**config.mk**
```make
export PLATFORM = sky130hd
export DESIGN_NAME = pmod_input_debouncer
export DESIGN_NICKNAME = d
export VERILOG_FILES = /design/src/rtl/pmod_input_debouncer.sv
export SDC_FILE = /design/constraint.sdc
export NUM_CORES = 1
export LEC_CHECK = 0
export CAP_MARGIN = 20
export CORE_MARGIN = 2
export CORE_UTILIZATION = 45
export CTS_BUF_LIST = sky130_fd_sc_hd__clkbuf_8
export CTS_CLUSTER_DIAMETER = 40
export DETAILED_ROUTE_END_ITERATION = 6
export GPL_ROUTABILITY_DRIVEN = 1
export PLACE_DENSITY = 0.7
export SLEW_MARGIN = 20
export SYNTH_ARGS = -nofsm -noshare
export SYNTH_HDL_FRONTEND = slang
export SYNTH_SLANG_ARGS = --single-unit
```
**constraint.sdc**
```tcl
create_clock -name CLK -period 2.8 [get_ports CLK]
set_input_delay 0.28 -clock CLK [delete_from_list [all_inputs] [get_ports CLK]]
set_output_delay 0.28 -clock CLK [all_outputs]
set_load 0.02 [all_outputs]
```
**src/rtl/pmod_input_debouncer.sv**
```systemverilog
// pmod_input_debouncer
//   Brings CH asynchronous Pmod/button pins into the CLK domain, debounces
//   each channel independently, and presents a clean registered level with
//   one-cycle rise/fall pulses. An 8-bit wrap-around counter tallies the
//   cycles in which at least one channel produced a rising edge.
//
//   Per-channel timing: a pin change that is stable before edge 1 appears
//   on level (with its rise/fall pulse) on edge SYNC_STAGES+DEB_LEN.
//   Shorter excursions restart the debounce count and never reach level.

module pmod_input_debouncer #(
    parameter int CH          = 8,
    parameter int SYNC_STAGES = 2,
    parameter int DEB_LEN     = 60000
) (
    input  logic          CLK,
    input  logic          RST,
    input  logic [CH-1:0] pin_in,
    input  logic          cnt_clr,
    output logic [CH-1:0] level,
    output logic [CH-1:0] rise,
    output logic [CH-1:0] fall,
    output logic [7:0]    rise_count
);

    // Counter only has to reach DEB_LEN-1, which always fits in clog2 bits.
    localparam int            DW       = $clog2(DEB_LEN);
    localparam logic [DW-1:0] CNT_ZERO = {DW{1'b0}};
    localparam logic [DW-1:0] CNT_ONE  = DW'(1);
    localparam logic [DW-1:0] CNT_TERM = DW'(DEB_LEN - 1);

    // Synchroniser chain: stage 0 takes the raw pins, last stage is trusted.
    logic [CH-1:0] sync_r [SYNC_STAGES];
    logic [CH-1:0] syn_s;

    // Debounce state and its next-state values.
    logic [DW-1:0] cnt_r     [CH];
    logic [DW-1:0] cnt_nxt_s [CH];
    logic [CH-1:0] level_nxt_s;
    logic [CH-1:0] rise_nxt_s;
    logic [CH-1:0] fall_nxt_s;

    // Rising-event tally next-state.
    logic [7:0]    rise_count_nxt_s;

    // Saturating-free 8-bit increment used by the event tally; wraps 255 -> 0.
    function automatic logic [7:0] inc8(input logic [7:0] value);
        return value + 8'd1;
    endfunction

    // Shift the raw pins through the synchroniser with no logic between stages.
    always_ff @(posedge CLK) begin
        if (RST) begin
            for (int s = 0; s < SYNC_STAGES; s++) begin
                sync_r[s] <= {CH{1'b0}};
            end
        end else begin
            sync_r[0] <= pin_in;
            for (int s = 1; s < SYNC_STAGES; s++) begin
                sync_r[s] <= sync_r[s-1];
            end
        end
    end

    assign syn_s = sync_r[SYNC_STAGES-1];

    // Per-channel debounce decision: count while the synced pin disagrees
    // with level, commit and pulse on the terminal count, restart otherwise.
    always_comb begin
        level_nxt_s = level;
        rise_nxt_s  = {CH{1'b0}};
        fall_nxt_s  = {CH{1'b0}};
        for (int i = 0; i < CH; i++) begin
            cnt_nxt_s[i] = CNT_ZERO;
            if (syn_s[i] == level[i]) begin
                cnt_nxt_s[i] = CNT_ZERO;
            end else if (cnt_r[i] == CNT_TERM) begin
                cnt_nxt_s[i]   = CNT_ZERO;
                level_nxt_s[i] = syn_s[i];
                rise_nxt_s[i]  = syn_s[i];
                fall_nxt_s[i]  = ~syn_s[i];
            end else begin
                cnt_nxt_s[i] = cnt_r[i] + CNT_ONE;
            end
        end
    end

    // Register debounce counters, level and the edge pulses together so the
    // pulses line up with the level change.
    always_ff @(posedge CLK) begin
        if (RST) begin
            for (int i = 0; i < CH; i++) begin
                cnt_r[i] <= CNT_ZERO;
            end
            level <= {CH{1'b0}};
            rise  <= {CH{1'b0}};
            fall  <= {CH{1'b0}};
        end else begin
            for (int i = 0; i < CH; i++) begin
                cnt_r[i] <= cnt_nxt_s[i];
            end
            level <= level_nxt_s;
            rise  <= rise_nxt_s;
            fall  <= fall_nxt_s;
        end
    end

    // Event tally: clear has priority, otherwise count any cycle with a rise.
    always_comb begin
        rise_count_nxt_s = rise_count;
        if (cnt_clr) begin
            rise_count_nxt_s = 8'd0;
        end else if (|rise) begin
            rise_count_nxt_s = inc8(rise_count);
        end else begin
            rise_count_nxt_s = rise_count;
        end
    end

    // Register the event tally.
    always_ff @(posedge CLK) begin
        if (RST) begin
            rise_count <= 8'd0;
        end else begin
            rise_count <= rise_count_nxt_s;
        end
    end

endmodule
```
# Word-level counts from Yosys, hierarchy flattened
# Memory sizes are Yosys's and may differ from the RTL's.
# Cells that the tools add are included.
word_totals:
  wordCells: 133
  out_inout_bits: 32
  n_memories: 2
  regBits: 32
  ram_bits: 144
  in_bits: 11
mem_list:
  columns: ["name", "depth", "width", "read_ports", "rd_ports_with_merged_regs", "write_ports", "line_no", "rtl"]
  rows:
  - ["cnt_r", 8, 16, 8, 0, 8, "37", "logic [DW-1:0] cnt_r [CH];"]
  - ["sync_r", 2, 8, 2, 0, 2, "33", "logic [CH-1:0] sync_r [SYNC_STAGES];"]
op_classes:
  bitwise: 34
  addsub: 9
  n_eq_ne: 16
  n_mux: 29
  n_reduce_logical: 18
ops:
  columns: ["operator", "n"]
  rows:
  - ["2-to-1 mux 16 bit", 24]
  - ["adder 16 x 1 -> 16 bit, second input constant", 8]
  - ["== test 16 bit, second input constant", 8]
  - ["NOT 1 bit", 24]
  - ["OR reduction 3 bit", 8]
  - ["2-to-1 mux 8 bit", 2]
  - ["AND reduction 2 bit", 8]
  - ["OR 1 bit", 10]
  - ["adder 8 x 1 -> 8 bit, second input constant", 1]
  - ["== test 1 bit", 8]
  - ["OR reduction 8 bit", 1]
  - ["2-to-1 mux 1 bit", 3]
  - ["OR reduction 2 bit", 1]

# Longest topological paths before layout
depth:
  word_depth: 4
  mapped_depth: 7
  mapped_depth_nobuf: 5

# Least setup slack after synthesis
# OpenSTA, ideal clock, no wires.
synth_timing:
  path_type: "register to register"
  start: "memory cnt_r[0][0] in the netlist's numbering"
  end: "memory cnt_r[0][12] in the netlist's numbering"
  stages_incl_launch_ff: 7
  arrival_ps: 1901
  setup_slack_ps: 784
  path_buffers: 1
  synth_period_minus_slack_ps: 2016
  cell_sequence: "dfxtp_1 > ha_1 > or4b_1 > or4_4 > nand2b_4 > buf_6 > nor2_1"
synth_rtl:
  columns: ["element", "line_no"]
  rows:
  - ["start: declaration", "37"]

==> impl_metrics.toml <==
[sta]
setup_viol = 0
fmax_mhz = 482
skew_ns = 0.0101
relSlewSlack = 0.624
final_hold_viol_count = 0
max_slew.worst_pin.slew_ns = 0.565
fin_ws_ns = 0.727
fin_tns_setup_ns = 0
drv_slew = 0
fin_crit_sh = 0.740
fin_crit_ns = 2.07
rsz0062_at_grt = "no"

[finish]
fin_util = 0.528
fill_cells = 1477
areaGrowthSynthToFinish_pct = 14.3
layout.nets = 860
drive_gt1_frac = 0.0505
diodes = 0

[yosys]
ys_ff_latch = 176
synth_top_cell_by_area = "dfxtp_1"
netlist_area_um2 = 7370
syn-num-nets = 818
synth_edf_count = 0
synth_top_area_share = 0.478
synth-simple-area-share = 0.312
synthAdderAreaFrac = 0.0153
ys.flop_type = "dfxtp_1"
async_flop_share = 0
synthMuxAreaShare = 0.0109
syn_inst = 798
synth_seq_area_share = 0.478
synth_top_family_by_area = "simple AND/OR/NAND/NOR gates"
synth-compound-area-share = 0.0172
synth_cell_types = 42
synth-xor-area-share = 0.143
ys_top_cells_by_area = "dfxtp_1 (48%), nor2_1 (7.1%), xnor2_1 (7.1%)"
syn_area_per_cell_um2 = 9.23
yosys_warnings = 0

[run]
maxCapViolations = 0

[power]
p_leak_nw = 2.68
pwr-share-comb = 0.014
power_frac_seq = 0.556
p_per_area_nw_per_um2 = 539
p_sw_frac = 0.198
switching_power_uw = 901
vdd_drop_max_uv = 295
power.internal_mw = 3.64
p_clk_frac = 0.430

[floorplan]
die_area_um2 = 17400
start_util = 0.462
row_count = 46
die_w_um = 132
die_h_um = 132
core_area_um2 = 15900
ios = 43

[critical_path]
r2r_slack_ns = 0.73
crit_fanout = 14
r2r-end = "cnt_r[0][7]"
cp-start-kind = "register"
path_class = "reg -> reg"
cp-endpoint = "cnt_r[0][7]"
worstPathRequired_ns = 3.13
crit_start = "cnt_r[0][0]"
cp.arrival_ns = 2.40
worst_r2r_startpoint = "cnt_r[0][0]"
end_kind = "register"
reg2regPathDepth = 5

[detailed_routing]
wl_mm = 13.3
firstDrtPassIters = 6
via_count = 5396
remaining_drc_errors = 0
vias_per_cell = 5.05
detail_route.wl_per_cell_um = 12.5
postRouteAntennaNets = 0
drt-initial-drc-count = 223

[grt]
grt_max_degree = 30
grt_usage = 0.160
antenna_found_initial = 0
grt_pass1_vias = 4968
grt_first_pass_wirelength_mm = 23.1
grt_overflow = 0

[status]
status = "complete, no violations"

[clock_network]
cts_setup_buffers = 0
h-tree-depth = 4
clkSlewWorstSetupHoldPaths_ns = 0.09
ctsLongestPathBuffers = 2
cts_tree = "done"
cts-root-buf = "clkbuf_8"
cts.sinks = 176
clock_latency_ns = 0.44
cts_hold_buffers = 0
cts_inserted_buffers = 17
cts_resized = 0

[worst_hold_path]
hp-class = "in -> reg"

[placed_design]
globalplace.congestion = 0.826
post-dp-hpwl_mm = 9.29
place_ws_ns = 0.709
numPortBuffers = 42
worst max-delay path: stages (launching register included):
cell	delay, ns
dfxtp_1	0.41
ha_1	0.28
or4b_1	0.45
or4_4	0.57
nand2b_4	0.18
nor2_1	0.07
per-layer routing:
metal  global-route usage  wire length, um  vias to the layer above
li1                     -                -                     2863
met1                0.214             6770                     2467
met2                0.248             5960                       58
met3               0.0411              406                        8
met4               0.0586              205                        0
met5                    0                0                        -
state kept, by name, summed over array words and instances, names as in the netlist:
register / count
cnt_r: 128
rise: 8
fall: 8
sync_r: 16
level: 8
rise_count: 8
how the worst min path moves through the flow:
stage / from / endpoint / slack (ns) / cells after the start
2_1_floorplan: pin_in[0] / sync_r[0][0] / 0.41 / 1
3_3_place_gp: sync_r[0][3] / sync_r[0][11] / 0.42 / 1
3_5_place_dp: sync_r[0][5] / sync_r[0][13] / 0.42 / 1
4_1_cts: RST / level[0] / 0.29 / 2
5_1_grt: RST / level[4] / 0.32 / 2
6_report: RST / level[1] / 0.32 / 2
layout by cell type (no fill, tap or decap), types with 10 or more instances in the layout:
cell type	Yosys	layout
and3_1	10	10
xnor2_1	60	60
nor2b_1	16	16
nand3_1	52	52
nand2b_1	12	12
inv_1	19	22
and4_1	14	14
xor2_1	60	60
nor2_1	140	140
dfxtp_1	176	176
nor4_1	26	26
nand2_1	31	31
nand4_1	50	50
nor3_1	21	21
clkbuf_8	0	19
clkdlybuf4s50_1	0	41
power groups by stage:
stage / clock [mW] / sequential [mW] / combinational [mW]
CTS: 2.02 / 2.53 / 0.0647
floorplan: 0 / 2.58 / 0.0423
finish: 1.95 / 2.53 / 0.0627
global route: 2.14 / 2.53 / 0.0716
global placement: 0 / 2.59 / 0.0637
detailed placement: 0 / 2.59 / 0.0647
metrics by stage:
stage	instance area (um2)	std cells	hold WS (ns)	power (mW)
final	8420	1068	0.321	4.54
after detailed placement	7970	1037	0.423	2.65
after floorplan	7370	798	0.408	2.62
after global routing	8420	1068	0.323	4.74
after CTS	8420	1068	0.291	4.62
after global placement	7970	1037	0.419	2.65
final cells by class:
class,instances,area (um2),area share
clock inverter,12,193,0.0229
sequential,176,3520,0.418
timing repair buffer,45,438,0.0520
tap,216,270,0.0321
multi-input combinational,581,3670,0.435
clock buffer,19,262,0.0310
inverter,19,71.3,0.00847
cell families (layout without fill, tap and decap cells):
family                   Yosys count  in the layout
multiplexers                       8              8
AO/OA/AOI/OAI                     21             21
adder cells (fa/ha/maj)            9              9
XOR/XNOR                         120            120
flip-flops                       176            176
AND/OR/NAND/NOR                  423            423
buffers and inverters             41             95
synthesized netlist by cell type (4+ instances only):
master / instances
dfxtp_1: 176
ha_1: 9
nor2_1: 140
and4b_1: 4
nor4bb_1: 4
nor3_1: 21
and2_1: 5
nor4_1: 26
nand4_1: 50
clkbuf_1: 16
nand2_1: 31
nor4b_1: 8
nand2b_1: 12
or3_1: 5
o21ai_0: 4
a211oi_1: 4
and4_1: 14
nand3_1: 52
xor2_1: 60
a21oi_1: 9
xnor2_1: 60
mux2i_1: 8
nor2b_1: 16
inv_1: 19
and3_1: 10
or4_1: 5
(Power assumes the default switching activity.)
